$ cat src/rtl/cordic_arbiter.sv
// cordic_arbiter: round-robin sharing of one cordic_pipe, tags in-flight requests and routes
// each result back to its issuing requester in issue order.
module cordic_arbiter #(
    parameter int NUM_REQ      = 4,
    parameter int NUM_WIDTH    = 24,
    parameter int MAX_INFLIGHT = 4,
    parameter int ISSUE_GAP    = 2
) (
    input  logic                         clk,
    input  logic                         rst,
    input  logic [NUM_REQ-1:0]           req_valid,
    input  logic [NUM_REQ*NUM_WIDTH-1:0] req_angle,
    output logic [NUM_REQ-1:0]           req_ready,
    output logic [NUM_REQ-1:0]           rsp_valid,
    output logic [NUM_WIDTH-1:0]         rsp_x,
    output logic [NUM_WIDTH-1:0]         rsp_y,
    output logic                         cordic_data_loaded,
    output logic [NUM_WIDTH-1:0]         cordic_angle,
    input  logic [NUM_WIDTH-1:0]         cordic_x,
    input  logic [NUM_WIDTH-1:0]         cordic_y,
    input  logic                         cordic_data_computed,
    output logic                         busy,
    output logic                         spurious_err
);
    localparam int PW = $clog2(NUM_REQ);
    localparam int TW = $clog2(MAX_INFLIGHT);
    localparam int OW = TW + 1;
    localparam int GW = $clog2(ISSUE_GAP);

    logic [PW-1:0] rr_ptr, gnt_idx;
    logic [GW-1:0] gap_cnt;
    logic [PW-1:0] tag_mem [MAX_INFLIGHT];
    logic [TW-1:0] wr_ptr, rd_ptr;
    logic [OW-1:0] occ;
    logic          found, issue_ok, push, pop;
    logic [NUM_WIDTH-1:0] gnt_angle;

    assign pop      = cordic_data_computed && occ != '0;
    assign issue_ok = gap_cnt == '0 && (occ != OW'(MAX_INFLIGHT) || pop);
    assign busy     = occ != '0;

    always_comb begin
        found   = 1'b0;
        gnt_idx = '0;
        for (int k = 0; k < NUM_REQ; k++) begin
            if (!found && req_valid[(int'(rr_ptr) + k) % NUM_REQ]) begin
                found   = 1'b1;
                gnt_idx = PW'((int'(rr_ptr) + k) % NUM_REQ);
            end
        end
        req_ready = (found && issue_ok) ? NUM_REQ'(1) << gnt_idx : '0;
    end

    assign push      = |req_ready;
    assign gnt_angle = req_angle[int'(gnt_idx)*NUM_WIDTH +: NUM_WIDTH];

    // tag storage needs no reset: occupancy alone decides what is valid
    always_ff @(posedge clk) begin
        if (push) tag_mem[wr_ptr] <= gnt_idx;
    end

    always_ff @(posedge clk or posedge rst) begin
        if (rst) begin
            rr_ptr             <= '0;
            gap_cnt            <= '0;
            wr_ptr             <= '0;
            rd_ptr             <= '0;
            occ                <= '0;
            cordic_data_loaded <= 1'b0;
            cordic_angle       <= '0;
            rsp_valid          <= '0;
            rsp_x              <= '0;
            rsp_y              <= '0;
            spurious_err       <= 1'b0;
        end else begin
            occ                <= occ + OW'(push) - OW'(pop);
            wr_ptr             <= wr_ptr + TW'(push);
            rd_ptr             <= rd_ptr + TW'(pop);
            gap_cnt            <= push ? GW'(ISSUE_GAP - 1) : gap_cnt - GW'(gap_cnt != '0);
            rr_ptr             <= push ? (gnt_idx == PW'(NUM_REQ - 1) ? '0 : gnt_idx + PW'(1)) : rr_ptr;
            cordic_data_loaded <= push;
            rsp_valid          <= pop ? NUM_REQ'(1) << tag_mem[rd_ptr] : '0;
            if (push) cordic_angle <= gnt_angle;
            if (pop) begin
                rsp_x <= cordic_x;
                rsp_y <= cordic_y;
            end
            if (cordic_data_computed && !pop) spurious_err <= 1'b1;
        end
    end
endmodule

$ cat config.mk
export PLATFORM = sky130hd
export DESIGN_NAME = cordic_arbiter
export DESIGN_NICKNAME = d
export VERILOG_FILES = /design/src/rtl/cordic_arbiter.sv
export SDC_FILE = /design/constraint.sdc
export NUM_CORES = 1
export LEC_CHECK = 0
export ABC_AREA = 1
export BUFFER_PORTS_ARGS = -buffer_cell sky130_fd_sc_hd__buf_2
export CORE_MARGIN = 2
export CORE_UTILIZATION = 34
export CTS_CLUSTER_SIZE = 20
export DETAILED_ROUTE_END_ITERATION = 12
export MAX_ROUTING_LAYER = met4
export PLACE_DENSITY_LB_ADDON = 0.3
export SLEW_MARGIN = 25
export SYNTH_ARGS = -nofsm -noshare
export SYNTH_HDL_FRONTEND = slang
export SYNTH_SLANG_ARGS = --single-unit
$ cat constraint.sdc
create_clock -name clk -period 7.01 [get_ports clk]
set_clock_uncertainty 0.1 [all_clocks]
set_input_delay 1.402 -clock clk [delete_from_list [all_inputs] [get_ports clk]]
set_output_delay 1.402 -clock clk [all_outputs]
set_load 0.02 [all_outputs]
==> impl_metrics.prom, run 1 <==
# TYPE chip_impl_metric gauge
chip_impl_info{name="run_status",value="finished clean"} 1
chip_impl_metric{name="worst_skew_pair.late_latency",unit="ps"} 350
chip_impl_metric{name="cts_buffers",unit=""} 9
chip_impl_metric{name="sequential_area_share_after_synthesis",unit="%"} 46.6
chip_impl_metric{name="final_antenna_net_count",unit=""} 0
chip_impl_metric{name="cts_post_setup_buffers_inserted",unit=""} 0
chip_impl_metric{name="die_w",unit="um"} 128
chip_impl_metric{name="crit_fanout",unit=""} 51
chip_impl_metric{name="detailroute.via_count",unit=""} 5198
chip_impl_metric{name="ys.warnings.count",unit=""} 0
chip_impl_info{name="end_kind",value="primary output"} 1
chip_impl_metric{name="initial_antenna_violation_count",unit=""} 0
chip_impl_metric{name="core.rowCount",unit=""} 45
chip_impl_metric{name="power-per-cell-area",unit="nW/um2"} 553
chip_impl_info{name="cts_tree",value="done"} 1
chip_impl_info{name="critical_path.startpoint_type",value="input pin"} 1
chip_impl_metric{name="netlist_instances",unit=""} 721
chip_impl_metric{name="dp.final_hpwl",unit="um"} 10800
chip_impl_metric{name="initial_standard_cell_utilization_of_the_core",unit="%"} 34.5
chip_impl_metric{name="slew-limit-headroom",unit="%"} 56.8
chip_impl_metric{name="post_synth.cell_area_avg",unit="um2"} 7.20
chip_impl_metric{name="core_region_area",unit="um2"} 15000
chip_impl_metric{name="cp_data_arrival_time",unit="ps"} 3520
chip_impl_metric{name="layout-drive-gt1-share",unit="%"} 29.1
chip_impl_metric{name="p_sw_share",unit="%"} 52.1
chip_impl_metric{name="finalWorstPathRequiredPeriod",unit="ps"} 5020
chip_impl_info{name="setup_repair_after_global_routing_missed_its_margin",value="no"} 1
chip_impl_metric{name="cap_violations",unit=""} 0
chip_impl_metric{name="clk_pin_slew",unit="ps"} 70
chip_impl_metric{name="ys_ff_latch",unit=""} 95
chip_impl_metric{name="gp_congestion",unit=""} 0.826
chip_impl_info{name="worstSetupPathType",value="input pin to primary output"} 1
chip_impl_metric{name="combinationalPowerShare",unit="%"} 61.9
chip_impl_metric{name="net_switching_component_of_the_power",unit="mW"} 1.92
chip_impl_metric{name="clock.fmax",unit="MHz"} 199
chip_impl_metric{name="detailed_route_vias_per_instance",unit=""} 4.62
chip_impl_metric{name="ctsHoldBuffers",unit=""} 0
chip_impl_metric{name="cts.path.max_buffers",unit=""} 2
chip_impl_metric{name="first_drt_pass_iteration_count",unit=""} 5
chip_impl_metric{name="globalRouteOverflowTotal",unit=""} 0
chip_impl_metric{name="port_buf_inserts",unit=""} 233
chip_impl_metric{name="grt_pass1_wl",unit="um"} 23500
chip_impl_metric{name="power_report.internal_total",unit="mW"} 1.77
chip_impl_metric{name="cellLeakagePower",unit="nW"} 4.06
chip_impl_metric{name="syn2layout_area_growth",unit="%"} 28.5
chip_impl_metric{name="synth_cell_type_count",unit=""} 28
chip_impl_info{name="ctsRootBufferMaster",value="sky130_fd_sc_hd__clkbuf_16"} 1
chip_impl_metric{name="routed_wire_length_per_instance",unit="um"} 13.2
chip_impl_metric{name="totalNegativeSetupSlack",unit="ps"} 0
chip_impl_metric{name="fp.dieArea",unit="um2"} 16300
chip_impl_metric{name="power.share.clock",unit="%"} 12.5
chip_impl_metric{name="cts.repair.resized",unit=""} 0
chip_impl_info{name="hold_path_class",value="flip-flop to flip-flop"} 1
chip_impl_metric{name="finalCritPeriodShare",unit="%"} 71.6
chip_impl_metric{name="drc",unit=""} 0
chip_impl_metric{name="clock_sink_count",unit=""} 95
chip_impl_metric{name="timing_worst_slew_pin_value",unit="ps"} 646
chip_impl_metric{name="final_total_power",unit="mW"} 3.69
chip_impl_metric{name="insertedDiodeCount",unit=""} 0
chip_impl_metric{name="syn-cell-area",unit="um2"} 5190
chip_impl_metric{name="grtUsageTotal",unit="%"} 18.9
chip_impl_metric{name="top_level_ports",unit=""} 234
chip_impl_metric{name="chipHeight",unit="um"} 128
chip_impl_metric{name="grt_max_degree",unit=""} 52
chip_impl_metric{name="timing_max_transition_violations_final",unit=""} 0
chip_impl_metric{name="post_route_wl",unit="um"} 14900
chip_impl_metric{name="via_count_of_the_first_global_routing_pass",unit=""} 4782
chip_impl_metric{name="final_net_count",unit=""} 1089
chip_impl_metric{name="worstPathRequired",unit="ps"} 5510
chip_impl_metric{name="h-tree-depth",unit=""} 3
chip_impl_metric{name="hold_violations",unit=""} 0
chip_impl_metric{name="final-setup-viol-count",unit=""} 0
chip_impl_metric{name="power.ir.vdd_worst",unit="V"} 0.000368
chip_impl_metric{name="drt-initial-drc-count",unit=""} 266
chip_impl_metric{name="postSynthNetCount",unit=""} 878
chip_impl_metric{name="filler_cell_count",unit=""} 1598
chip_impl_metric{name="seq_power_share",unit="%"} 25.6
==> power by group through the flow <==
stage                     Sequential [mW]  Clock, mW  Combinational (mW)
final                               0.945      0.460                2.28
after global routing                0.973      0.495                2.59
after CTS                           0.947      0.475                2.32
after detailed placement            0.955          0                2.31
after global placement              0.956          0                2.28
after floorplan                      1.15          0                1.63
==> sequential cells by signal, indices dropped and copies added, names as in the netlist <==
name	cells
rsp_x	24
cordic_data_loaded	1
cordic_angle	24
rr_ptr	2
spurious_err	1
tag_mem	8
rsp_y	24
occ	3
rd_ptr	2
rsp_valid	4
wr_ptr	2
==> critical path, cell delays in order <==
cell	delay, ps
sky130_fd_sc_hd__buf_2	100
sky130_fd_sc_hd__inv_1	60
sky130_fd_sc_hd__nand2_1	60
sky130_fd_sc_hd__nand3_1	100
sky130_fd_sc_hd__nand2_1	90
sky130_fd_sc_hd__nand2_1	110
sky130_fd_sc_hd__nand2_1	70
sky130_fd_sc_hd__nand2_2	50
sky130_fd_sc_hd__buf_4	400
sky130_fd_sc_hd__nand3_2	90
sky130_fd_sc_hd__buf_4	300
sky130_fd_sc_hd__inv_1	110
sky130_fd_sc_hd__ha_1	170
sky130_fd_sc_hd__inv_1	50
sky130_fd_sc_hd__nor2_1	140
sky130_fd_sc_hd__buf_2	190
==> worst paths after layout <==
path,cells past startpoint,slack (ps),start,to
setup / recovery,16,1990,req_valid[1],req_ready[3]
hold / removal,2,370,rsp_y[0]$_DFFE_PP0P_,rsp_y[0]$_DFFE_PP0P_
setup reg to reg,21,2670,rr_ptr[0]$_DFFE_PP0P_,occ[2]$_DFF_PP0_
hold reg to reg,2,370,rsp_y[0]$_DFFE_PP0P_,rsp_y[0]$_DFFE_PP0P_
max in group asynchronous,3,4810,rst,rsp_x[20]$_DFFE_PP0P_
min in group asynchronous,2,990,rst,cordic_angle[3]$_DFFE_PP0P_
==> cell type report <==
type | instances | area [um2] | share of cell area [%]
clock buffers | 10 | 229 | 3.43
clock inverters | 6 | 45.0 | 0.675
inverters | 77 | 297 | 4.45
multi-input cells | 508 | 2220 | 33.3
flip-flops and latches | 95 | 2420 | 36.2
well taps | 188 | 235 | 3.53
repair buffers | 241 | 1230 | 18.4
==> kinds of logic (layout without fill, tap and decap cells) <==
group / count (synthesis) / count (layout) / share of synthesized area [%]
and+or+nand+nor: 492 / 492 / 39.8
buffers and inverters: 118 / 334 / 10.6
DFF: 95 / 95 / 46.6
adders and majority gates: 6 / 6 / 1.59
AOI/OAI and AO/OA: 6 / 6 / 0.723
xor gates and xnor gates: 4 / 4 / 0.675
==> Yosys cell counts, drive strengths merged <==
master / instances / share of area [%]
nand2: 386 / 28
dfrtp: 87 / 42
inv: 76 / 5.6
nand4: 48 / 5.8
nand3: 40 / 4.2
buf: 29 / 4.1
clkbuf: 12 / 0.87
nor2: 12 / 1.0
edfxtp: 8 / 4.6
nor3: 6 / 0.58
ha: 5 / 1.2
o21ai: 2 / 0.19
xnor2: 2 / 0.34
xor2: 2 / 0.34
a21oi: 1 / 0.096
a31oi: 1 / 0.12
a32oi: 1 / 0.17
clkinv: 1 / 0.072
fa: 1 / 0.39
o21bai: 1 / 0.14
==> layer usage <==
metal	GRT usage, %	up-vias	wire [um]
li1	-	2663	-
met1	23.8	2308	6740
met2	29.2	209	6670
met3	4.73	18	1150
met4	7.69	0	283
met5	-	-	0
==> stage by stage <==
stage / cell area (um2) / std cells / utilization (%) / hold slack, ps / setup WS, ps
floorplan: 5190 / 721 / - / 364 / 2720
global placement: 6390 / 1109 / 42.5 / 358 / 1850
detailed placement: 6390 / 1109 / 42.5 / 360 / 1790
CTS: 6670 / 1125 / 44.4 / 377 / 1980
global route: 6670 / 1125 / 44.4 / 390 / 1750
finish: 6670 / 1125 / 44.4 / 374 / 1990
==> layout by cell type (no fill, tap or decap), types with 2 or more instances in the layout <==
| master | n |
|---|---|
| sky130_fd_sc_hd__nand2_1 | 381 |
| sky130_fd_sc_hd__nand2_2 | 5 |
| sky130_fd_sc_hd__dfrtp_1 | 87 |
| sky130_fd_sc_hd__inv_2 | 4 |
| sky130_fd_sc_hd__nand4_1 | 48 |
| sky130_fd_sc_hd__xnor2_1 | 2 |
| sky130_fd_sc_hd__clkinvlp_4 | 3 |
| sky130_fd_sc_hd__nand3_1 | 36 |
| sky130_fd_sc_hd__ha_1 | 5 |
| sky130_fd_sc_hd__nor3_1 | 6 |
| sky130_fd_sc_hd__nand3_2 | 4 |
| sky130_fd_sc_hd__buf_4 | 8 |
| sky130_fd_sc_hd__nor2_1 | 11 |
| sky130_fd_sc_hd__clkbuf_16 | 9 |
| sky130_fd_sc_hd__inv_4 | 3 |
| sky130_fd_sc_hd__buf_2 | 233 |
| sky130_fd_sc_hd__inv_1 | 69 |
| sky130_fd_sc_hd__xor2_1 | 2 |
| sky130_fd_sc_hd__o21ai_0 | 2 |
| sky130_fd_sc_hd__edfxtp_1 | 8 |
(Power assumes the default switching activity.)
==> run 2, diff against run 1 <==
==> constraint.sdc (replaced) <==
create_clock -name clk -period 4.96 [get_ports clk]
set_clock_uncertainty 0.1 [all_clocks]
set_input_delay 0.992 -clock clk [delete_from_list [all_inputs] [get_ports clk]]
set_output_delay 0.992 -clock clk [all_outputs]
set_load 0.02 [all_outputs]
==> run 2 against run 1 <==
Net effect:
- cell area up 0.77%
- via count is 0.17% lower
- combinational power up 44%
- register-to-register slack got worse by 1500 ps
- global-route usage is essentially flat
- utilization rose by 0.34 points
- sequential cell count is the same
- worst setup slack lost 1100 ps
- non-clock buffer count is 1 higher
- largest power group unchanged
- highest routed layer unchanged
==> impl_metrics.prom, run 2 (synthesis results as in run 1) <==
# TYPE chip_impl_metric gauge
chip_impl_info{name="run_status",value="finished clean"} 1
chip_impl_info{name="critPathMostFrequentCell",value="sky130_fd_sc_hd__inv_1"} 1
chip_impl_metric{name="fin_hold_ws",unit="ps"} 372
chip_impl_metric{name="minimum_setup_slack_in_the_final_design",unit="ps"} 868
chip_impl_metric{name="layout-drive-gt1-share",unit="%"} 29.3
chip_impl_metric{name="gp_congestion",unit=""} 0.830
chip_impl_metric{name="top_level_ports",unit=""} 234
chip_impl_metric{name="globalRouteOverflowTotal",unit=""} 0
chip_impl_metric{name="cp_data_arrival_time",unit="ps"} 3000
chip_impl_metric{name="cellLeakagePower",unit="nW"} 4.10
chip_impl_metric{name="grt_pass1_wl",unit="um"} 23800
chip_impl_info{name="ctsRootBufferMaster",value="sky130_fd_sc_hd__clkbuf_16"} 1
chip_impl_metric{name="via_count_of_the_first_global_routing_pass",unit=""} 4767
chip_impl_metric{name="worstPathRequired",unit="ps"} 3870
chip_impl_metric{name="finalCritPeriodShare",unit="%"} 82.5
chip_impl_metric{name="drt-initial-drc-count",unit=""} 300
chip_impl_metric{name="fp.dieArea",unit="um2"} 16300
chip_impl_metric{name="filler_cell_count",unit=""} 1577
chip_impl_metric{name="initial_standard_cell_utilization_of_the_core",unit="%"} 34.5
chip_impl_metric{name="hold_violations",unit=""} 0
chip_impl_info{name="most_frequent_standard_cell_in_the_layout_excluding_fill_and_tap_cells",value="sky130_fd_sc_hd__nand2_1"} 1
chip_impl_metric{name="worst_skew_pair.late_latency",unit="ps"} 350
chip_impl_metric{name="timing_max_transition_violations_final",unit=""} 0
chip_impl_metric{name="h-tree-depth",unit=""} 3
chip_impl_info{name="reg.largest.list",value="cordic_angle (24), rsp_x (24), rsp_y (24)"} 1
chip_impl_metric{name="detailed_route_vias_per_instance",unit=""} 4.60
chip_impl_metric{name="power-per-cell-area",unit="nW/um2"} 796
chip_impl_metric{name="routed_wire_length_per_instance",unit="um"} 13.4
chip_impl_metric{name="chipHeight",unit="um"} 128
chip_impl_metric{name="clock.fmax",unit="MHz"} 244
chip_impl_metric{name="ctsHoldBuffers",unit=""} 0
chip_impl_metric{name="die_w",unit="um"} 128
chip_impl_metric{name="clock_sink_count",unit=""} 95
chip_impl_metric{name="cts_buffers",unit=""} 9
chip_impl_metric{name="post_route_wl",unit="um"} 15100
chip_impl_metric{name="cts.repair.resized",unit=""} 0
chip_impl_metric{name="fin_util",unit="%"} 44.7
chip_impl_metric{name="syn2layout_area_growth",unit="%"} 29.5
chip_impl_metric{name="cts_post_setup_buffers_inserted",unit=""} 0
chip_impl_metric{name="totalNegativeSetupSlack",unit="ps"} 0
chip_impl_info{name="worstSetupPathType",value="input pin to primary output"} 1
chip_impl_metric{name="final-setup-viol-count",unit=""} 0
chip_impl_info{name="timing.critical_path.cells",value="buf_2 > inv_1 > nand2_1 > nand3_1 > nand2_2 > nor2_4 > nand3_2 > nand3_2 > inv_1 > ha_1 > inv_1 > nor2_1 > buf_2"} 1
chip_impl_metric{name="clk_pin_slew",unit="ps"} 60
chip_impl_metric{name="finalWorstPathRequiredPeriod",unit="ps"} 4090
chip_impl_metric{name="dpl_cell_area",unit="um2"} 6400
chip_impl_info{name="hold_path_class",value="flip-flop to flip-flop"} 1
chip_impl_metric{name="timing_worst_slew_pin_value",unit="ps"} 739
chip_impl_metric{name="cap_violations",unit=""} 0
chip_impl_metric{name="initial_antenna_violation_count",unit=""} 1
chip_impl_metric{name="crit_fanout",unit=""} 23
chip_impl_metric{name="postLayoutCellArea",unit="um2"} 6720
chip_impl_metric{name="power.ir.vdd_worst",unit="V"} 0.000398
chip_impl_metric{name="placement.setup.worst_slack",unit="ps"} 688
chip_impl_metric{name="critPathMaxStageDelay",unit="ps"} 430
chip_impl_metric{name="cts.path.max_buffers",unit=""} 2
chip_impl_info{name="end_kind",value="primary output"} 1
chip_impl_metric{name="grt_max_degree",unit=""} 60
chip_impl_info{name="critical_path.startpoint_type",value="input pin"} 1
chip_impl_info{name="setup_repair_after_global_routing_missed_its_margin",value="no"} 1
chip_impl_info{name="cpLargestDelayFamily",value="simple AND/OR/NAND/NOR gates"} 1
chip_impl_info{name="cts_tree",value="done"} 1
chip_impl_metric{name="final_net_count",unit=""} 1090
chip_impl_metric{name="slew-limit-headroom",unit="%"} 50.6
chip_impl_metric{name="core_region_area",unit="um2"} 15000
chip_impl_metric{name="core.rowCount",unit=""} 45
chip_impl_metric{name="drc",unit=""} 0
chip_impl_info{name="slowest_stage",value="sky130_fd_sc_hd__nand3_2"} 1
chip_impl_info{name="mostFrequentLayoutCells",value="sky130_fd_sc_hd__nand2_1, sky130_fd_sc_hd__buf_2, sky130_fd_sc_hd__dfrtp_1"} 1
chip_impl_metric{name="dp.final_hpwl",unit="um"} 11000
chip_impl_metric{name="first_drt_pass_iteration_count",unit=""} 4
chip_impl_metric{name="final_antenna_net_count",unit=""} 0
chip_impl_metric{name="detailroute.via_count",unit=""} 5189
chip_impl_metric{name="critical_path.n_buffers_inverters",unit=""} 5
chip_impl_metric{name="port_buf_inserts",unit=""} 233
chip_impl_metric{name="grtUsageTotal",unit="%"} 18.9
-- run 2: cell types whose count changed in the layout (fill, tap and decap cells not counted), sizes merged --
cell and change:
buf +1, diode +1, bufinv +1, clkinv +1, clkinvlp -2
-- run 2: routing by layer --
layer	global-route usage [%]	vias to the layer above	wire length (um)
met3	4.27	15	1230
li1	-	2666	-
met2	29.3	214	6810
met5	-	-	0
met1	24.8	2294	6870
met4	6.08	0	233
-- run 2: final timing paths --
| check | startpoint | endpoint | slack, ps | depth (start not counted) |
|---|---|---|---|---|
| max reg2reg | rr_ptr[0]$_DFFE_PP0P_ | wr_ptr[1]$_DFF_PP0_ | 1190 | 16 |
| min reg2reg | rsp_x[13]$_DFFE_PP0P_ | rsp_x[13]$_DFFE_PP0P_ | 370 | 2 |
| min in group asynchronous | rst | rsp_y[10]$_DFFE_PP0P_ | 660 | 2 |
| min | rsp_x[13]$_DFFE_PP0P_ | rsp_x[13]$_DFFE_PP0P_ | 370 | 2 |
| max | req_valid[1] | req_ready[3] | 870 | 13 |
| max in group asynchronous | rst | cordic_angle[22]$_DFFE_PP0P_ | 3170 | 3 |
-- run 2: through the flow --
stage / cells / power (mW)
4_1_cts: 1126 / 5.42
6_report: 1127 / 5.35
2_1_floorplan: 721 / 3.92
3_5_place_dp: 1110 / 4.67
3_3_place_gp: 1110 / 4.61
5_1_grt: 1127 / 5.89
-- run 2: power by group --
group	internal (mW)	total, mW	switching [mW]
registers	1.16	1.34	0.185
logic	1.01	3.28	2.27
clock network	0.422	0.730	0.308
-- run 2: area by class of cell --
type | instances | area [um2] | share of cell area [%]
Clock inverter | 6 | 65.1 | 0.968
Antenna cell | 1 | 2.50 | 0.0372
Inverter | 77 | 297 | 4.41
Tap cell | 188 | 235 | 3.50
Clock buffer | 10 | 250 | 3.72
Sequential cell | 95 | 2420 | 36.0
Timing Repair Buffer | 242 | 1230 | 18.4
Multi-Input combinational cell | 508 | 2220 | 33.0
-- run 2: worst reg2reg max path, delay by kind of cell, from the launching register on --
family / cells / cell delay, ps
simple gates: 9 / 1550
buf+inv: 4 / 870
xor+xnor: 1 / 130
flops: 1 / 520
fa+ha+maj: 2 / 490
==> run 3, diff against run 2 <==
--- a/config.mk
+++ b/config.mk
@@ -5,7 +5,7 @@
 export SDC_FILE = /design/constraint.sdc
 export NUM_CORES = 1
 export LEC_CHECK = 0
-export ABC_AREA = 1
+export ABC_AREA = 0
 export BUFFER_PORTS_ARGS = -buffer_cell sky130_fd_sc_hd__buf_2
 export CORE_MARGIN = 2
 export CORE_UTILIZATION = 34
==> constraint.sdc (replaced) <==
create_clock -name clk -period 3.64 [get_ports clk]
set_clock_uncertainty 0.1 [all_clocks]
set_input_delay 0.728 -clock clk [delete_from_list [all_inputs] [get_ports clk]]
set_output_delay 0.728 -clock clk [all_outputs]
set_load 0.02 [all_outputs]
==> run 3 against run 2 <==
Net effect:
- non-clock buffer count up 5
- combinational power down 19%
- critical path depth up 3
- worst setup slack worse by 450 ps
==> impl_metrics.prom, run 3 <==
# TYPE chip_impl_metric gauge
chip_impl_metric{name="yosysTopAreaCellShare",unit="%"} 46.3
chip_impl_metric{name="via_count_of_the_first_global_routing_pass",unit=""} 4225
chip_impl_metric{name="drt-initial-drc-count",unit=""} 301
chip_impl_metric{name="clock.fmax",unit="MHz"} 310
chip_impl_metric{name="combinationalPowerShare",unit="%"} 49.6
chip_impl_info{name="worstSetupPathType",value="input pin to flip-flop"} 1
chip_impl_metric{name="detailroute.via_count",unit=""} 4312
chip_impl_metric{name="initial_standard_cell_utilization_of_the_core",unit="%"} 35.1
chip_impl_metric{name="clk_pin_slew",unit="ps"} 70
chip_impl_metric{name="net_switching_component_of_the_power",unit="mW"} 2.27
chip_impl_metric{name="ys.warnings.count",unit=""} 0
chip_impl_metric{name="cap_violations",unit=""} 0
chip_impl_metric{name="port_buf_inserts",unit=""} 233
chip_impl_metric{name="finalCritPeriodShare",unit="%"} 88.5
chip_impl_metric{name="cts.repair.resized",unit=""} 0
chip_impl_metric{name="fp.dieArea",unit="um2"} 14800
chip_impl_metric{name="power.share.clock",unit="%"} 17.6
chip_impl_metric{name="timing_worst_slew_pin_value",unit="ps"} 679
chip_impl_info{name="critical_path.reg2reg.endpoint",value="occ[2]$_DFF_PP0_"} 1
chip_impl_metric{name="worst_r2r_path_depth",unit=""} 15
chip_impl_info{name="synthTopCellsByArea",value="sky130_fd_sc_hd__dfrtp_1, sky130_fd_sc_hd__nand2_1, sky130_fd_sc_hd__o221ai_2"} 1
chip_impl_metric{name="top_level_ports",unit=""} 234
chip_impl_metric{name="worstPathRequired",unit="ps"} 3810
chip_impl_metric{name="insertedDiodeCount",unit=""} 0
chip_impl_metric{name="drc",unit=""} 0
chip_impl_metric{name="final_net_count",unit=""} 867
chip_impl_metric{name="hold_violations",unit=""} 0
chip_impl_metric{name="grt_max_degree",unit=""} 53
chip_impl_metric{name="synth_enable_flop_cells",unit=""} 8
chip_impl_metric{name="cp_data_arrival_time",unit="ps"} 3390
chip_impl_metric{name="syn-cell-area",unit="um2"} 4700
chip_impl_metric{name="detailed_route_vias_per_instance",unit=""} 4.84
chip_impl_metric{name="cts.path.max_buffers",unit=""} 2
chip_impl_metric{name="cts_buffers",unit=""} 9
chip_impl_metric{name="worst_skew_pair.late_latency",unit="ps"} 340
chip_impl_metric{name="setup.reg_to_reg.worst_slack",unit="ps"} 520
chip_impl_metric{name="synthArstFlopShare",unit="%"} 91.6
chip_impl_metric{name="postLayoutCellArea",unit="um2"} 6360
chip_impl_metric{name="netlist_instances",unit=""} 481
chip_impl_info{name="ys.flop_type",value="sky130_fd_sc_hd__dfrtp_1"} 1
chip_impl_metric{name="core_region_area",unit="um2"} 13400
chip_impl_info{name="most_frequent_standard_cell_in_the_layout_excluding_fill_and_tap_cells",value="sky130_fd_sc_hd__buf_2"} 1
chip_impl_info{name="run_status",value="finished clean"} 1
chip_impl_metric{name="ctsHoldBuffers",unit=""} 0
chip_impl_metric{name="chipHeight",unit="um"} 122
chip_impl_info{name="cpLargestDelayFamily",value="adder cells"} 1
chip_impl_info{name="critical_path.startpoint_type",value="input pin"} 1
chip_impl_info{name="setup_repair_after_global_routing_missed_its_margin",value="no"} 1
chip_impl_metric{name="post_route_wl",unit="um"} 13300
chip_impl_metric{name="totalNegativeSetupSlack",unit="ps"} 0
chip_impl_metric{name="finalWorstPathRequiredPeriod",unit="ps"} 3220
chip_impl_metric{name="cellLeakagePower",unit="nW"} 3.38
chip_impl_metric{name="post_synth.cell_area_avg",unit="um2"} 9.78
chip_impl_metric{name="dpl_cell_area",unit="um2"} 6060
chip_impl_metric{name="layout-drive-gt1-share",unit="%"} 41.0
chip_impl_metric{name="gp_congestion",unit=""} 0.848
chip_impl_info{name="timing.critical_path.cells",value="buf_2 > nor2b_1 > a211oi_1 > or2_4 > inv_1 > ha_1 > a21oi_1 > o211ai_1 > o21ai_4 > ha_1 > inv_1 > ha_1 > inv_1 > fa_1 > xnor2_1 > xnor2_1"} 1
chip_impl_metric{name="seq_power_share",unit="%"} 32.8
chip_impl_metric{name="ys_ff_latch",unit=""} 95
chip_impl_metric{name="globalRouteOverflowTotal",unit=""} 0
chip_impl_metric{name="first_drt_pass_iteration_count",unit=""} 4
chip_impl_metric{name="critPathMaxStageDelay",unit="ps"} 370
chip_impl_metric{name="dp.final_hpwl",unit="um"} 9860
chip_impl_metric{name="slew-limit-headroom",unit="%"} 54.7
chip_impl_metric{name="clock_sink_count",unit=""} 95
chip_impl_info{name="ctsRootBufferMaster",value="sky130_fd_sc_hd__clkbuf_16"} 1
chip_impl_info{name="synthTopCellsByCount",value="sky130_fd_sc_hd__nand2_1, sky130_fd_sc_hd__dfrtp_1, sky130_fd_sc_hd__inv_1"} 1
chip_impl_metric{name="sequential_area_share_after_synthesis",unit="%"} 51.4
chip_impl_metric{name="core.rowCount",unit=""} 42
chip_impl_info{name="worst_reg2reg_startpoint",value="rr_ptr[0]$_DFFE_PP0P_"} 1
chip_impl_info{name="reg.largest.list",value="cordic_angle (24), rsp_x (24), rsp_y (24)"} 1
chip_impl_metric{name="p_sw_share",unit="%"} 42.6
chip_impl_metric{name="die_w",unit="um"} 122
chip_impl_metric{name="final_antenna_net_count",unit=""} 0
chip_impl_info{name="yosysTopAreaCell",value="sky130_fd_sc_hd__dfrtp_1"} 1
chip_impl_metric{name="syn2layout_area_growth",unit="%"} 35.1
chip_impl_metric{name="cts_post_setup_buffers_inserted",unit=""} 0
chip_impl_metric{name="routed_wire_length_per_instance",unit="um"} 14.9
chip_impl_metric{name="h-tree-depth",unit=""} 3
chip_impl_info{name="end_kind",value="flip-flop"} 1
chip_impl_metric{name="postSynthNetCount",unit=""} 638
chip_impl_metric{name="power.ir.vdd_worst",unit="V"} 0.000463
chip_impl_metric{name="final-setup-viol-count",unit=""} 0
chip_impl_info{name="mostFrequentLayoutCells",value="sky130_fd_sc_hd__buf_2, sky130_fd_sc_hd__nand2_1, sky130_fd_sc_hd__dfrtp_1"} 1
chip_impl_metric{name="power_report.internal_total",unit="mW"} 3.06
chip_impl_metric{name="synth_cell_type_count",unit=""} 45
chip_impl_info{name="yosysMostFrequentCell",value="sky130_fd_sc_hd__nand2_1"} 1
chip_impl_info{name="startpoint",value="req_valid[2]"} 1
chip_impl_metric{name="grtUsageTotal",unit="%"} 18.7
chip_impl_metric{name="grt_pass1_wl",unit="um"} 20900
chip_impl_metric{name="critical_path.n_buffers_inverters",unit=""} 4
chip_impl_metric{name="crit_fanout",unit=""} 4
chip_impl_info{name="hold_path_class",value="input pin to async pin"} 1
chip_impl_metric{name="timing_max_transition_violations_final",unit=""} 0
chip_impl_info{name="slowest_stage",value="sky130_fd_sc_hd__fa_1"} 1
chip_impl_metric{name="initial_antenna_violation_count",unit=""} 0
chip_impl_info{name="cts_tree",value="done"} 1
chip_impl_metric{name="power-per-cell-area",unit="nW/um2"} 840
==> run 3: worst max path at each step <==
stage / endpoint / slack [ps] / depth (start not counted)
detailed placement: occ[2]$_DFF_PP0_ / 40 / 16
CTS: occ[2]$_DFF_PP0_ / 420 / 16
global placement: occ[2]$_DFF_PP0_ / 190 / 16
global route: occ[2]$_DFF_PP0_ / 270 / 16
floorplan: occ[2]$_DFF_PP0_ / 80 / 16
finish: occ[2]$_DFF_PP0_ / 420 / 16
==> run 3: final cells by class <==
cell class | instances | area (um2)
clock buffers | 10 | 239
clock inverters | 5 | 56.3
fillers | 1291 | 7040
inverters | 34 | 129
multi-input cells | 323 | 2010
flip-flops and latches | 95 | 2420
well taps | 176 | 220
repair buffers | 247 | 1280
==> run 3: per-stage QoR <==
step	instances	hold WS [ps]	total power [mW]	utilization [%]	setup WS (ps)
2_1_floorplan	481	377	3.64	-	81.9
3_3_place_gp	875	352	4.37	45.2	195
3_5_place_dp	875	360	4.45	45.2	43.7
4_1_cts	890	377	5.40	47.4	416
5_1_grt	890	394	5.73	47.4	266
6_report	890	370	5.34	47.4	419
==> run 3: cell families (layout without fill, tap and decap cells) <==
group | after synthesis | in the layout | synth area share (%)
mux | 27 | 27 | 6.30
buf+inv | 63 | 296 | 6.22
flops | 95 | 95 | 51.4
fa+ha+maj | 6 | 6 | 1.76
compound gates | 84 | 84 | 15.3
simple gates | 202 | 202 | 18.3
xor+xnor | 4 | 4 | 0.745
==> run 3: power groups by stage <==
stage / logic (mW) / registers, mW / clock network, mW
detailed placement: 2.68 / 1.77 / 0
global placement: 2.61 / 1.75 / 0
finish: 2.65 / 1.75 / 0.939
floorplan: 1.50 / 2.14 / 0
CTS: 2.68 / 1.75 / 0.966
global route: 2.91 / 1.80 / 1.02
==> run 3: metal layers <==
metal / vias up / global-route usage (%) / wire length (um)
met5: - / - / 0
met4: 0 / 6.68 / 208
met3: 15 / 4.63 / 1060
met2: 203 / 31.5 / 6330
met1: 2011 / 21.8 / 5670
li1: 2083 / - / -
